`src/rtl/ethernet_header_parser.sv`:
```
// RX Ethernet header parser: strips the 14-byte header, latches its fields,
// filters frames on destination MAC and forwards payload with backpressure.
module ethernet_header_parser #(
  parameter bit PROMISCUOUS = 1'b0,
  parameter int CNT_WIDTH   = 16
) (
  input  logic                 clk,
  input  logic                 reset,
  input  logic [47:0]          local_mac,
  input  logic [7:0]           s_axis_tdata,
  input  logic                 s_axis_tvalid,
  output logic                 s_axis_tready,
  input  logic                 s_axis_tlast,
  output logic [7:0]           m_axis_tdata,
  output logic                 m_axis_tvalid,
  input  logic                 m_axis_tready,
  output logic                 m_axis_tlast,
  output logic                 hdr_valid,
  output logic [47:0]          hdr_mac_destination,
  output logic [47:0]          hdr_mac_source,
  output logic [15:0]          hdr_eth_type_length,
  output logic                 rx_runt,
  output logic [CNT_WIDTH-1:0] drop_count,
  output logic [CNT_WIDTH-1:0] runt_count
);

  typedef enum logic [1:0] {HEADER, PAYLOAD, DROP} state_e;

  localparam logic [CNT_WIDTH-1:0] CNT_ONE = CNT_WIDTH'(1);

  state_e               state_q;
  logic [3:0]           idx_q;
  logic [47:0]          dst_q, src_q;
  logic [15:0]          type_q;
  logic                 match_q;
  logic [47:0]          hdr_dst_q, hdr_src_q;
  logic [15:0]          hdr_type_q;
  logic                 hdr_valid_q, rx_runt_q;
  logic [CNT_WIDTH-1:0] drop_cnt_q, runt_cnt_q;

  logic        in_fire;
  logic        in_payload;
  logic [47:0] dst_d, src_d;
  logic [15:0] type_d;
  logic        mac_match;

  assign in_payload = (state_q == PAYLOAD);
  assign in_fire    = s_axis_tvalid & s_axis_tready;

  assign s_axis_tready = in_payload ? m_axis_tready : 1'b1;
  assign m_axis_tvalid = in_payload & s_axis_tvalid;
  assign m_axis_tlast  = in_payload & s_axis_tlast;
  assign m_axis_tdata  = in_payload ? s_axis_tdata : 8'h00;

  // Fields are shifted in MSB-first, so each incoming byte lands in the low byte.
  assign dst_d  = {dst_q[39:0], s_axis_tdata};
  assign src_d  = {src_q[39:0], s_axis_tdata};
  assign type_d = {type_q[7:0], s_axis_tdata};

  // Evaluated while header byte 5 is accepted, when dst_d holds the full address.
  assign mac_match = PROMISCUOUS || (dst_d == local_mac) || (dst_d == 48'hFFFF_FFFF_FFFF);

  always_ff @(posedge clk) begin
    if (reset) begin
      state_q     <= HEADER;
      idx_q       <= 4'd0;
      dst_q       <= '0;
      src_q       <= '0;
      type_q      <= '0;
      match_q     <= 1'b0;
      hdr_dst_q   <= '0;
      hdr_src_q   <= '0;
      hdr_type_q  <= '0;
      hdr_valid_q <= 1'b0;
      rx_runt_q   <= 1'b0;
      drop_cnt_q  <= '0;
      runt_cnt_q  <= '0;
    end else begin
      hdr_valid_q <= 1'b0;
      rx_runt_q   <= 1'b0;
      if (in_fire) begin
        case (state_q)
          HEADER: begin
            if (idx_q <= 4'd5) begin
              dst_q <= dst_d;
            end else if (idx_q <= 4'd11) begin
              src_q <= src_d;
            end else begin
              type_q <= type_d;
            end
            if (idx_q == 4'd5) begin
              match_q <= mac_match;
            end
            // A frame ending anywhere in the header, including byte 13, is a runt.
            if (s_axis_tlast) begin
              rx_runt_q <= 1'b1;
              idx_q     <= 4'd0;
              if (~&runt_cnt_q) begin
                runt_cnt_q <= runt_cnt_q + CNT_ONE;
              end
            end else if (idx_q == 4'd13) begin
              idx_q <= 4'd0;
              if (match_q) begin
                state_q     <= PAYLOAD;
                hdr_dst_q   <= dst_q;
                hdr_src_q   <= src_q;
                hdr_type_q  <= type_d;
                hdr_valid_q <= 1'b1;
              end else begin
                state_q <= DROP;
                if (~&drop_cnt_q) begin
                  drop_cnt_q <= drop_cnt_q + CNT_ONE;
                end
              end
            end else begin
              idx_q <= idx_q + 4'd1;
            end
          end
          PAYLOAD, DROP: begin
            if (s_axis_tlast) begin
              state_q <= HEADER;
            end
          end
          default: state_q <= HEADER;
        endcase
      end
    end
  end

  assign hdr_valid           = hdr_valid_q;
  assign rx_runt             = rx_runt_q;
  assign hdr_mac_destination = hdr_dst_q;
  assign hdr_mac_source      = hdr_src_q;
  assign hdr_eth_type_length = hdr_type_q;
  assign drop_count          = drop_cnt_q;
  assign runt_count          = runt_cnt_q;

endmodule

```
`config.mk`:
```
export PLATFORM = sky130hd
export DESIGN_NAME = ethernet_header_parser
export DESIGN_NICKNAME = d
export VERILOG_FILES = /design/src/rtl/ethernet_header_parser.sv
export SDC_FILE = /design/constraint.sdc
export NUM_CORES = 1
export LEC_CHECK = 0
export ABC_AREA = 1
export BUFFER_PORTS_ARGS = -buffer_cell sky130_fd_sc_hd__buf_4
export CAP_MARGIN = 20
export CORE_MARGIN = 2
export CORE_UTILIZATION = 45
export DETAILED_ROUTE_END_ITERATION = 10
export PLACE_DENSITY = 0.75
export SYNTH_ARGS = -nofsm -noshare
export SYNTH_HDL_FRONTEND = slang
export SYNTH_SLANG_ARGS = --single-unit
```
`constraint.sdc`:
```
create_clock -name clk -period 2.2 [get_ports clk]
set_input_delay 0.11 -clock clk [delete_from_list [all_inputs] [get_ports clk]]
set_output_delay 0.11 -clock clk [all_outputs]
set_load 0.005 [all_outputs]
```
# Yosys cells after proc, flatten, opt, wreduce, memory -nomap -nowiden
# Index checks and enable logic that the tools add are counted.
# classes
add_sub_neg,3
mul,0
n_div,0
magnitude_cmp,2
eq_ne,9
n_shift,0
mux,11
bitwise_logic,12
reduce_logical,16
# op_table
operator,count
$eq A48 B48 Y1,1
$eq A48 B48 Y1 const B,1
$add A16 B1 Y16 const B,2
$reduce_and A16 Y1,2
$reduce_and A4 Y1,4
$not A1 Y1,9
$mux W2,4
$mux W4,2
$mux W8,1
$ne A2 B2 Y1 const B,3
$reduce_and A3 Y1,2
$reduce_and A6 Y1,1
$reduce_and A5 Y1,1
$reduce_or A5 Y1,1
$add A4 B1 Y4 const B,1
$eq A4 B3 Y1 const B,1
$eq A4 B4 Y1 const B,1
$le A4 B3 Y1 const B,1
$le A4 B4 Y1 const B,1
$pmux W2 S2,1
$and A1 B1 Y1,3
$mux W1,3
$reduce_or A3 Y1,1
$eq A2 B1 Y1 const B,1
other kinds (5),5
# word_totals
register_bits,257
latch_bits,0
ramBits,0
rom_bits,0
in_bits,61
output_inout_bits,157
wordCells,66
n_memories,0

# Depth between registers and ports, before layout
# Gate-level depths: netlist of the first run.
# depth
depth_word,5
ltp_mapped,12
depth_no_buf,12

# Worst setup path after synthesis of the first run
# Ideal clock, no wire load.
# synth_path
path_type,flip-flop to flip-flop
from,"register runt_cnt_q[0], in the netlist runt_count[0]"
to,"register runt_cnt_q[8], in the netlist runt_count[8]"
setup_time_ps,70
t_arrival_ps,1588
required_ps,2130
path_slack_ps,542
stages_incl_launch_ff,11
n_path_buf,1
synth_period_minus_slack_ps,1658
cell_sequence,dfxtp_1 > ha_1 > nand2_2 > nor3_4 > nand2_2 > nor2_4 > nand2_4 > nand2_4 > buf_8 > nand2_2 > a21oi_2
# synth_between
elab_chain_cells,3
elab_cells_between_ends,4
classes_between,add/sub: 1; bitwise: 1; reduce/logical: 2
# synth_lines
item,line,text
start: declaration,39,"logic [CNT_WIDTH-1:0] drop_cnt_q, runt_cnt_q;"
start signal: assignment,99,runt_cnt_q <= runt_cnt_q + CNT_ONE;
branches (longest 3 deep; another with $add A16 B1 Y16),--,
# Parallel ways; which one is timed is not known.
# A chain may end at the register's enable or synchronous reset.

# Worst setup path in the final report of the first run
# layout_path
from,register state_q[1]
to,register dst_q[2]
# layout_between
elab_chain_cells,4
elab_cells_between_ends,5
classes_between,eq/ne: 1; mux: 1; bitwise: 1; reduce/logical: 2
# layout_lines
item,line,text
start: declaration,31,state_e state_q;
start signal: assignment,65,state_q <= HEADER;
start signal: assignment,104,state_q <= PAYLOAD;
start signal: assignment,110,state_q <= DROP;
$eq A2 B1 Y1,47,assign in_payload = (state_q == PAYLOAD);
$mux W1,50,assign s_axis_tready = in_payload ? m_axis_tready : 1'b1;
$and A1 B1 Y1,48,assign in_fire = s_axis_tvalid & s_axis_tready;
$reduce_and A3 Y1 (no line) (*),--,
end signal: assignment,85,dst_q <= dst_d;
end: declaration,33,"logic [47:0] dst_q, src_q;"
# Mark *: on every way between the ends. The rest lies on a longest branch, timed or not.

==> impl_metrics.csv, run 1 <==
group,metric,value,unit
routing,drc,0,
clock_tree,postCtsSetupRepairBufs,0,
floorplan,die_w,157,um
clock_tree,htreeDepth,1,
timing,slew_viol_final,0,
place,gp_congestion,0.862,
power_and_ir_drop,pwr_density_cell,755,nW/um^2
synth,synth_cell_types,34,
timing,worst_slew_pin_slew,0.685,ns
timing,slew_headroom,54.3,%
grt,grt_pass1_vias,9042,
setup_path,crit_type,"reg -> reg",
routing,final_antenna_net_count,0,
final_layout,diodes,0,
clock_tree,worstSkewPairLatency,0.52,ns
grt,grt_max_degree,81,
routing,wire_per_inst,14.1,um
floorplan,ios,218,
min_path,hold_path.class,"in -> reg",
setup_path,cpMaxStageDelayCell,"dfxtp_1",
min_path,min_from,"s_axis_tvalid",
place,dp_hpwl,18800,um
routing,drt_iter0_markers,829,
clock_tree,cts_buffer_depth,3,
floorplan,fp.dieArea,24500,um^2
routing,totalWireLength,27400,um
grt,grt_use_total,21.9,%
synth,netlist_instances,1403,
power_and_ir_drop,vdd_drop_max,0.455,mV
final_layout,layout-drive-gt1-share,19.6,%
routing,viasPerCell,4.98,
min_path,hold_end,"idx_q[1]",
clock_tree,clkSinkCount,257,
setup_path,path_buf_inv,3,
floorplan,die_h,157,um
final_layout,layout.nets,1671,
min_path,min_path_cells,5,
grt,antenna_found_initial,0,
setup_path,worstPathArrival,2.39,ns
setup_path,reg2reg_to,"dst_q[2]",
synth,synth-seq-cells,257,
clock_tree,cts_tree,"yes",
setup_path,slowest_delay,0.30,ns
routing,dr.pass1.iters,5,
timing,setup_violations,0,
floorplan,rows,55,
place,io_buffers,217,
setup_path,end_kind,"flop",
grt,grt_pass1_wl,44400,um
synth,synthesis.nets,1468,
setup_path,crit-reg2reg-launch,"state_q[1]",
setup_path,cp_max_fo,11,
timing,hold_viol_final,0,
synth,ys_seq_area_share,49.1,%
setup_path,path_common_cell,"nand2_1",
timing,rsz0062_at_grt,"no",
clock_tree,cts.clk_slew.worst_paths,0.06,ns
floorplan,core_area,22800,um^2
timing,period_needed,2.00,ns
timing,min_period_over_period,90.7,%
setup_path,critPathLaunchType,"flop",
power_and_ir_drop,p_leak,5.59,nW
grt,overflow,0,
timing,max_freq,0.501,GHz
synth,syn_area,10500,um^2
synth,synthTopCellsByArea,"dfxtp_1 49%, nor2_1 12%, o21ai_0 10%",
run_status,status,"complete, no violations",
setup_path,reg2reg_slack,0.20,ns
power_and_ir_drop,p_total,10.1,mW
setup_path,cpLargestDelayFamily,"simple AND/OR/NAND/NOR gates",
floorplan,initial_core_util,46.0,%
timing,setup_tns,0,ns
setup_path,rr_worst_depth,10,
clock_tree,numCtsBuffers,26,
timing,skew,0.00962,ns
setup_path,crit_required,2.60,ns
setup_path,crit_chain,"inv_1 -> ha_1 -> nand2_1 -> nand2_1 -> nor2_2 -> inv_2 -> nor2_4 -> clkinvlp_4 -> o21ai_0 -> a21oi_1",
synth,synth.top_cell.area_share,49.1,%
clock_tree,cts-root-buf,"clkbuf_16",
synth,yosys_warnings,0,
final_layout,area_delta_synth_final,27.5,%
synth,synth_area_leader_cell,"dfxtp_1",
routing,vias,9658,
job,drv_cap,0,
synth,syn_avg_cell_area,7.48,um^2
==> cell families after synthesis <==
logic type,after synthesis,synth area share [%]
AO/OA/AOI/OAI,346,17.2
XOR/XNOR,58,4.84
adder cells (fa/ha/maj),4,0.477
buffers and inverters,164,6.55
flip-flops,257,49.1
AND/OR/NAND/NOR,574,21.9
==> through the flow <==
| step | instances | hold slack [ns] | instance area, um^2 | utilization (%) | setup WS, ns |
|---|---|---|---|---|---|
| finish | 1939 | 0.102 | 13400 | 58.7 | 0.205 |
| global route | 1939 | 0.0975 | 13400 | 58.7 | 0.0117 |
| CTS | 1938 | 0.0726 | 13400 | 58.7 | 0.190 |
| detailed placement | 1879 | 0.429 | 12400 | 54.4 | 0.217 |
| global placement | 1879 | 0.429 | 12400 | 54.4 | 0.260 |
| floorplan | 1403 | 0.245 | 10500 | - | 0.542 |
==> worst max path at each step <==
stage               slack [ns]     startpoint             to  cells after the start
floorplan                 0.54  runt_count[0]  runt_count[8]                     10
global placement          0.26     state_q[1]      dst_q[21]                     10
detailed placement        0.22     state_q[1]      dst_q[18]                     10
CTS                       0.19     state_q[1]       dst_q[2]                     10
global route              0.01     state_q[1]      dst_q[12]                     10
finish                    0.20     state_q[1]       dst_q[2]                     10
==> registers in the layout, summed over array words and instances, names as in the netlist <==
| signal | flops |
|---|---|
| dst_q | 48 |
| hdr_mac_destination | 48 |
| hdr_mac_source | 48 |
| src_q | 48 |
| drop_count | 16 |
| hdr_eth_type_length | 16 |
| runt_count | 16 |
| type_q | 8 |
| idx_q | 4 |
| state_q | 2 |
| hdr_valid | 1 |
| match_q | 1 |
| rx_runt | 1 |
==> cell type report <==
type	count	area [um^2]
well taps	313	392
repair inverters	1	7.51
clock inverters	6	57.6
multi-input cells	982	4660
flip-flops and latches	257	5140
inverters	89	343
clock buffers	42	792
repair buffers	249	1970
fillers	2094	9410
==> tightest hold or removal path, delay by kind of cell <==
kind | cells | cell delay [ns]
compound gates | 1 | 0.06
buf+inv | 1 | 0.13
simple gates | 3 | 0.28
==> cell usage after synthesis, drive strengths merged <==
cell      n
nor2    333
dfxtp   257
o21ai   223
nand2   195
a21oi   116
inv      89
clkbuf   44
xnor2    44
buf      31
nand3    20
nor3     16
xor2     14
nand4     8
ha        4
a211oi    2
a21o      1
a31oi     1
and2b     1
and3      1
o21a      1
o221a     1
o32ai     1
==> metal layers <==
metal	GRT usage, %	routed length, um	part of all wire [%]
met4	4.98	479	1.7
met1	29.2	12500	46
met2	37.2	12800	47
met5	0	0	0
met3	3.57	1620	5.9
==> where the power goes <==
part / leakage, nW / switching, mW / internal, mW
clock network: 0.416 / 1.80 / 2.57
registers: 2.08 / 0.130 / 4.77
logic: 3.10 / 0.485 / 0.332
total: 5.59 / 2.42 / 7.68
==> placed cells by master (no fill, tap or decap), types with 9 or more instances in the layout <==
| master | count |
|---|---|
| inv_1 | 79 |
| clkbuf_16 | 27 |
| nand3_1 | 19 |
| dlygate4sd3_1 | 11 |
| nand2_1 | 185 |
| nor2_1 | 328 |
| nor3_1 | 14 |
| xnor2_1 | 44 |
| a21oi_1 | 105 |
| xor2_1 | 14 |
| o21ai_1 | 9 |
| clkbuf_1 | 9 |
| a21oi_2 | 11 |
| buf_4 | 232 |
| o21ai_0 | 214 |
| dfxtp_1 | 257 |
==> repair_timing <==
item                       CTS  global route
resized for setup            0             3
setup endpoints to repair    0             3
hold endpoints to repair    37             0
hold buffers                11             0
No activity file was read; power rests on OpenSTA's default activity.
==> run 2: changes to the inputs <==
- ABC_AREA: 1 -> unset
- CORE_UTILIZATION: 45 -> 25
- PLACE_DENSITY: 0.75 -> 0.5
==> run 2 against run 1 <==
  * Design area rose by 4.1%
  * Register-to-register slack got worse by 0.06 ns
  * Sequential share of layout area fell by 1.5 points
  * Count of clock-buffer cells in the layout did not move
  * Global-route usage fell by 6.4 points
  * Synthesized cell count fell by 9.5%
  * Hold slack got worse by 0.045 ns
  * Total power rose by 5.0%
  * Sequential cell count did not move
  * Largest power group is now the clock network
==> impl_metrics.csv, run 2 <==
group,metric,value,unit
timing,skew,0.0124,ns
clock_tree,numCtsBuffers,30,
power_and_ir_drop,vdd_drop_max,0.606,mV
routing,dr.pass1.iters,5,
grt,grtUsageMet3,2.65,%
run_status,status,"complete, no violations",
setup_path,rr_worst_depth,8,
synth,synthTopCellsByArea,"dfxtp_1 50%, nand2_1 16%, a21oi_1 11%",
floorplan,die_w,206,um
floorplan,die_h,206,um
place,dp_hpwl,22900,um
final_layout,finalNonFillerCells,2047,
clock_tree,htreeDepth,1,
setup_path,reg2reg_slack,0.15,ns
setup_path,crit_type,"reg -> reg",
min_path,min_from,"s_axis_tdata[4]",
setup_path,critPathLaunchType,"flop",
floorplan,initial_core_util,25.2,%
setup_path,end_kind,"flop",
min_path,hold_end,"src_q[4]",
clock_tree,cts_buffer_depth,3,
grt,grt_pass1_vias,8917,
floorplan,rows,74,
min_path,min_path_cells,4,
synth,synth_ff_type,"dfxtp_1",
grt,overflow,0,
timing,slew_headroom,65.0,%
timing,whs,0.0574,ns
job,drv_cap,0,
final_layout,layout-drive-gt1-share,22.5,%
setup_path,cpMaxStageDelayCell,"or4_1",
timing,worst_slew_pin_slew,0.524,ns
synth,synthesis.nets,1335,
final_layout,area_delta_synth_final,35.9,%
grt,grt_busiest_layer,"met2",
routing,vias,9447,
synth,synth_edf_count,0,
min_path,hold_path.class,"in -> reg",
timing,max_freq,0.487,GHz
grt,grt_max_degree,103,
timing,slew_viol_final,0,
setup_path,slowest_delay,0.50,ns
final_layout,final_common_cell,"nand2_1",
timing,period_needed,2.05,ns
synth,yosys_warnings,0,
routing,wire_per_inst,16.6,um
synth,synth_area_leader_cell,"dfxtp_1",
timing,hold_viol_final,0,
synth,synth-seq-cells,257,
routing,viasPerCell,4.62,
synth,synth.top_cell.area_share,50.3,%
routing,drt_iter0_markers,492,
synth,netlist_instances,1270,
clock_tree,cts.clk_slew.worst_paths,0.06,ns
grt,grt_pass1_wl,51400,um
grt,use_met2,24.4,%
clock_tree,clkSinkCount,257,
place,gp_congestion,0.795,
timing,setup_violations,0,
grt,grt.met1_usage,21.7,%
clock_tree,worstSkewPairLatency,0.57,ns
clock_tree,cts-root-buf,"clkbuf_16",
synth,syn_area,10200,um^2
setup_path,cp_max_fo,18,
power_and_ir_drop,pwr_density_cell,761,nW/um^2
place,dp_cells,1982,
timing,setup_tns,0,ns
place,io_buffers,217,
floorplan,fp.dieArea,42600,um^2
routing,drc,0,
synth,ys_async_sr_fraction,0,%
setup_path,crit_path_start,"state_q[1]",
setup_path,worstPathArrival,2.54,ns
clock_tree,cts_tree,"yes",
timing,min_period_over_period,93.2,%
routing,totalWireLength,34000,um
synth,synth.most_common_cell,"nand2_1",
setup_path,crit_required,2.69,ns
setup_path,reg2reg_to,"drop_count[9]",
timing,finalWorstSetupSlack,0.149,ns
final_layout,layout_common_cells,"433 x nand2_1, 257 x dfxtp_1, 248 x buf_4",
final_layout,diodes,0,
synth,synth_cell_types,52,
power_and_ir_drop,p_leak,4.98,nW
synth,synthTopCellsByCount,"434 x nand2_1, 257 x dfxtp_1, 226 x a21oi_1, 60 x xnor2_1, 46 x clkbuf_1",
floorplan,core_area,40600,um^2
final_layout,layout.nets,1560,
synth,syn_avg_cell_area,8.06,um^2
setup_path,crit_chain,"inv_1 -> ha_1 -> inv_2 -> nor4_4 -> o211ai_2 -> buf_12 -> or4_1 -> a21oi_2",
floorplan,ios,218,
grt,grt_use_total,15.4,%
setup_path,crit-reg2reg-launch,"state_q[1]",
power_and_ir_drop,p_total,10.6,mW
routing,final_antenna_net_count,0,
place,dp_slack,0.0538,ns
grt,antenna_found_initial,2,
synth,ys_seq_area_share,50.3,%
==> run 2: repair_timing <==
item,4_1_cts,5_1_grt
hold buffers,9,0
resized for setup,0,3
setup endpoints to repair,0,94
setup buffers,0,2
endpoints found under the hold margin,29,0
==> run 2: cell families after synthesis <==
group,Yosys count,synth area share (%)
adders and majority gates,4,0.489
DFF,257,50.3
AOI/OAI and AO/OA,259,13.7
muxes,13,1.28
and+or+nand+nor,583,24.5
buffers and inverters,93,4.49
xor gates and xnor gates,61,5.22
==> run 2: worst max path at each step <==
stage,slack [ns],to
after global routing,-0.005,drop_count[9]
after detailed placement,0.05,runt_count[15]
after floorplan,0.27,runt_count[9]
after global placement,0.09,runt_count[15]
final,0.15,drop_count[9]
after CTS,0.03,runt_count[15]
==> run 2: cell type report <==
class / instances / area [um^2]
Clock buffer: 42 / 877
Clock inverter: 10 / 203
Fill cell: 4274 / 26700
Inverter: 11 / 41.3
Multi-Input combinational cell: 920 / 4670
Sequential cell: 257 / 5140
Tap cell: 532 / 666
Timing Repair Buffer: 275 / 2320
==> run 2: through the flow <==
| stage | utilization (%) | instance area [um^2] |
|---|---|---|
| finish | 34.2 | 13900 |
| global route | 34.2 | 13900 |
| CTS | 34.0 | 13800 |
| detailed placement | 31.1 | 12700 |
| global placement | 31.1 | 12700 |
| floorplan | - | 10200 |
==> run 2: power by group <==
group | switching [mW] | internal (mW)
clock network | 2.00 | 3.45
registers | 0.0317 | 4.68
logic | 0.255 | 0.185
total | 2.29 | 8.31
==> run 2: critical path: cells and delay by family (launching register included) <==
family	cells	cell delay, ns
flops	1	0.31
buf+inv	3	0.33
simple gates	2	0.85
fa+ha+maj	1	0.18
compound gates	2	0.32
==> run 2: routing by layer <==
metal  up-vias  part of all wire (%)
met5         -                     0
met4         0                   1.7
met3        41                   6.8
met2       266                    45
met1      4444                    46
li1       4696                     -
==> run 3: changes to the inputs <==
- CTS_BUF_LIST: unset -> sky130_fd_sc_hd__clkbuf_2 sky130_fd_sc_hd__clkbuf_4 sky130_fd_sc_hd__clkbuf_8
==> run 3 against run 2 <==
  * First-iteration DRC count is 3.5% lower
  * Maximum frequency is 0.28% lower
  * Core utilization is 0.19 points lower
  * Worst setup slack worse by 0.0057 ns
  * Via count is 0.80% higher
  * Wire length hardly changed
  * Design area is 0.55% lower
  * Sequential cell count stayed put
  * Critical path depth stayed put
  * Count of clock-buffer cells in the layout is 35 higher
  * Critical endpoint unchanged
  * Die area stayed put
==> impl_metrics.csv, run 3 (synthesis gave the netlist of run 2 again) <==
group,metric,value,unit
setup_path,cpLargestDelayFamily,"simple AND/OR/NAND/NOR gates",
job,drv_cap,0,
routing,viasPerCell,4.58,
routing,final_antenna_net_count,0,
final_layout,area_delta_synth_final,35.2,%
setup_path,path_buf_inv,3,
routing,wire_per_inst,16.4,um
routing,drc,0,
grt,grt_use_total,15.8,%
grt,grt_pass1_vias,9062,
floorplan,die_h,206,um
setup_path,cpMaxStageDelayCell,"or4_1",
power_and_ir_drop,vdd_drop_max,0.320,mV
clock_tree,htreeDepth,2,
timing,setup_violations,0,
final_layout,post-route-cell-area,13800,um^2
timing,max_freq,0.486,GHz
grt,antenna_found_initial,1,
final_layout,layout.nets,1576,
place,gp_congestion,0.795,
final_layout,fin_util,34.0,%
setup_path,slowest_delay,0.50,ns
clock_tree,clkSinkCount,257,
final_layout,diodes,0,
grt,grt_max_degree,103,
setup_path,crit_chain,"inv_1 -> ha_1 -> inv_2 -> nor4_4 -> o211ai_2 -> buf_12 -> or4_1 -> a21oi_2",
run_status,status,"complete, no violations",
place,io_buffers,217,
timing,period_needed,2.06,ns
final_layout,final_common_cell,"nand2_1",
power_and_ir_drop,p_leak,5.00,nW
power_and_ir_drop,pwr_density_cell,739,nW/um^2
setup_path,cp_max_fo,18,
clock_tree,cts_buffer_depth,3,
clock_tree,cts-root-buf,"clkbuf_8",
floorplan,rows,74,
grt,overflow,0,
clock_tree,cts_tree,"yes",
routing,vias,9523,
floorplan,ios,218,
timing,worst_slew_pin_slew,0.527,ns
setup_path,crit_type,"reg -> reg",
timing,skew,0.0138,ns
clock_tree,worstSkewPairLatency,0.61,ns
setup_path,crit_required,2.74,ns
clock_tree,postCtsSetupRepairBufs,0,
place,dp_hpwl,22900,um
final_layout,layout-drive-gt1-share,24.4,%
setup_path,end_kind,"flop",
final_layout,layout_common_cells,"433 x nand2_1, 257 x dfxtp_1, 247 x buf_4",
routing,dr.pass1.iters,5,
min_path,hold_path.class,"in -> reg",
floorplan,core_area,40600,um^2
routing,drt_iter0_markers,475,
clock_tree,numCtsBuffers,48,
final_layout,fillers,4292,
setup_path,worstPathArrival,2.59,ns
timing,hold_viol_final,0,
place,place_area,12700,um^2
clock_tree,cts.clk_slew.worst_paths,0.06,ns
timing,slew_headroom,64.8,%
timing,min_period_over_period,93.5,%
floorplan,die_w,206,um
setup_path,critPathLaunchType,"flop",
timing,slew_viol_final,0,
floorplan,initial_core_util,25.2,%
floorplan,fp.dieArea,42600,um^2
routing,totalWireLength,34000,um
grt,grt_pass1_wl,52100,um
[run 3: changes by cell type in the layout (fill, tap and decap cells not counted), moves of 2 or more]
| cell | change |
|---|---|
| clkbuf_8 | +54 |
| clkbuf_16 | -33 |
| clkbuf_4 | +17 |
| clkbuf_1 | -5 |
| bufinv_16 | -4 |
| clkinv_2 | +4 |
| dlygate4sd3_1 | +2 |
[run 3: worst register-to-register path: stages (launching register included)]
cell and delay, ns:
dfxtp_1 0.31, inv_1 0.08, ha_1 0.18, inv_2 0.07
nor4_4 0.35, o211ai_2 0.16, buf_12 0.18, or4_1 0.50
a21oi_2 0.16
[run 3: path summary, 6_finish.rpt]
path	startpoint	end	slack, ns	cells after the start
setup / recovery	state_q[1]	drop_count[9]	0.14	8
hold / removal	m_axis_tready	rx_runt	0.09	5
setup reg to reg	state_q[1]	drop_count[9]	0.14	8
hold reg to reg	src_q[47]	hdr_mac_source[47]	0.45	2
[run 3: final cells by class]
class                           count  area (um^2)  area share [%]
Tap cell                          532          666            4.81
Inverter                           11         41.3           0.298
Clock inverter                     10          104           0.750
Multi-Input combinational cell    920         4670            33.8
Sequential cell                   257         5140            37.2
Clock buffer                       77          953            6.89
Timing Repair Buffer              273         2260            16.3
[run 3: timing repair]
action | CTS | global route
setup endpoints to repair | 0 | 103
gates resized for setup | 0 | 4
hold buffers | 11 | 0
hold endpoints to repair | 64 | 0
[run 3: through the flow]
stage                     TNS [ns]  power (mW)  std cells  setup WS [ns]  hold WS [ns]
final                            0        10.2       2080          0.143        0.0859
after CTS                        0        10.4       2080         0.0403        0.0824
after global placement           0        5.24       1982         0.0882         0.438
after detailed placement         0        5.24       1982         0.0538         0.444
after floorplan                  0        4.99       1270          0.273         0.246
after global routing      -0.00648        10.7       2080       -0.00648        0.0827
[run 3: report_power, final]
group	total (mW)	switching, mW	internal (mW)
combinational	0.444	0.256	0.187
clock	5.08	2.10	2.98
sequential	4.71	0.0319	4.68
[run 3: per-layer routing]
layer | track usage [%] | share of wire, % | vias up
met2 | 24.5 | 45 | 273
met1 | 21.8 | 46 | 4464
met4 | 4.26 | 1.9 | 0
li1 | - | - | 4736
met5 | 0 | 0 | -
met3 | 4.12 | 7.7 | 50
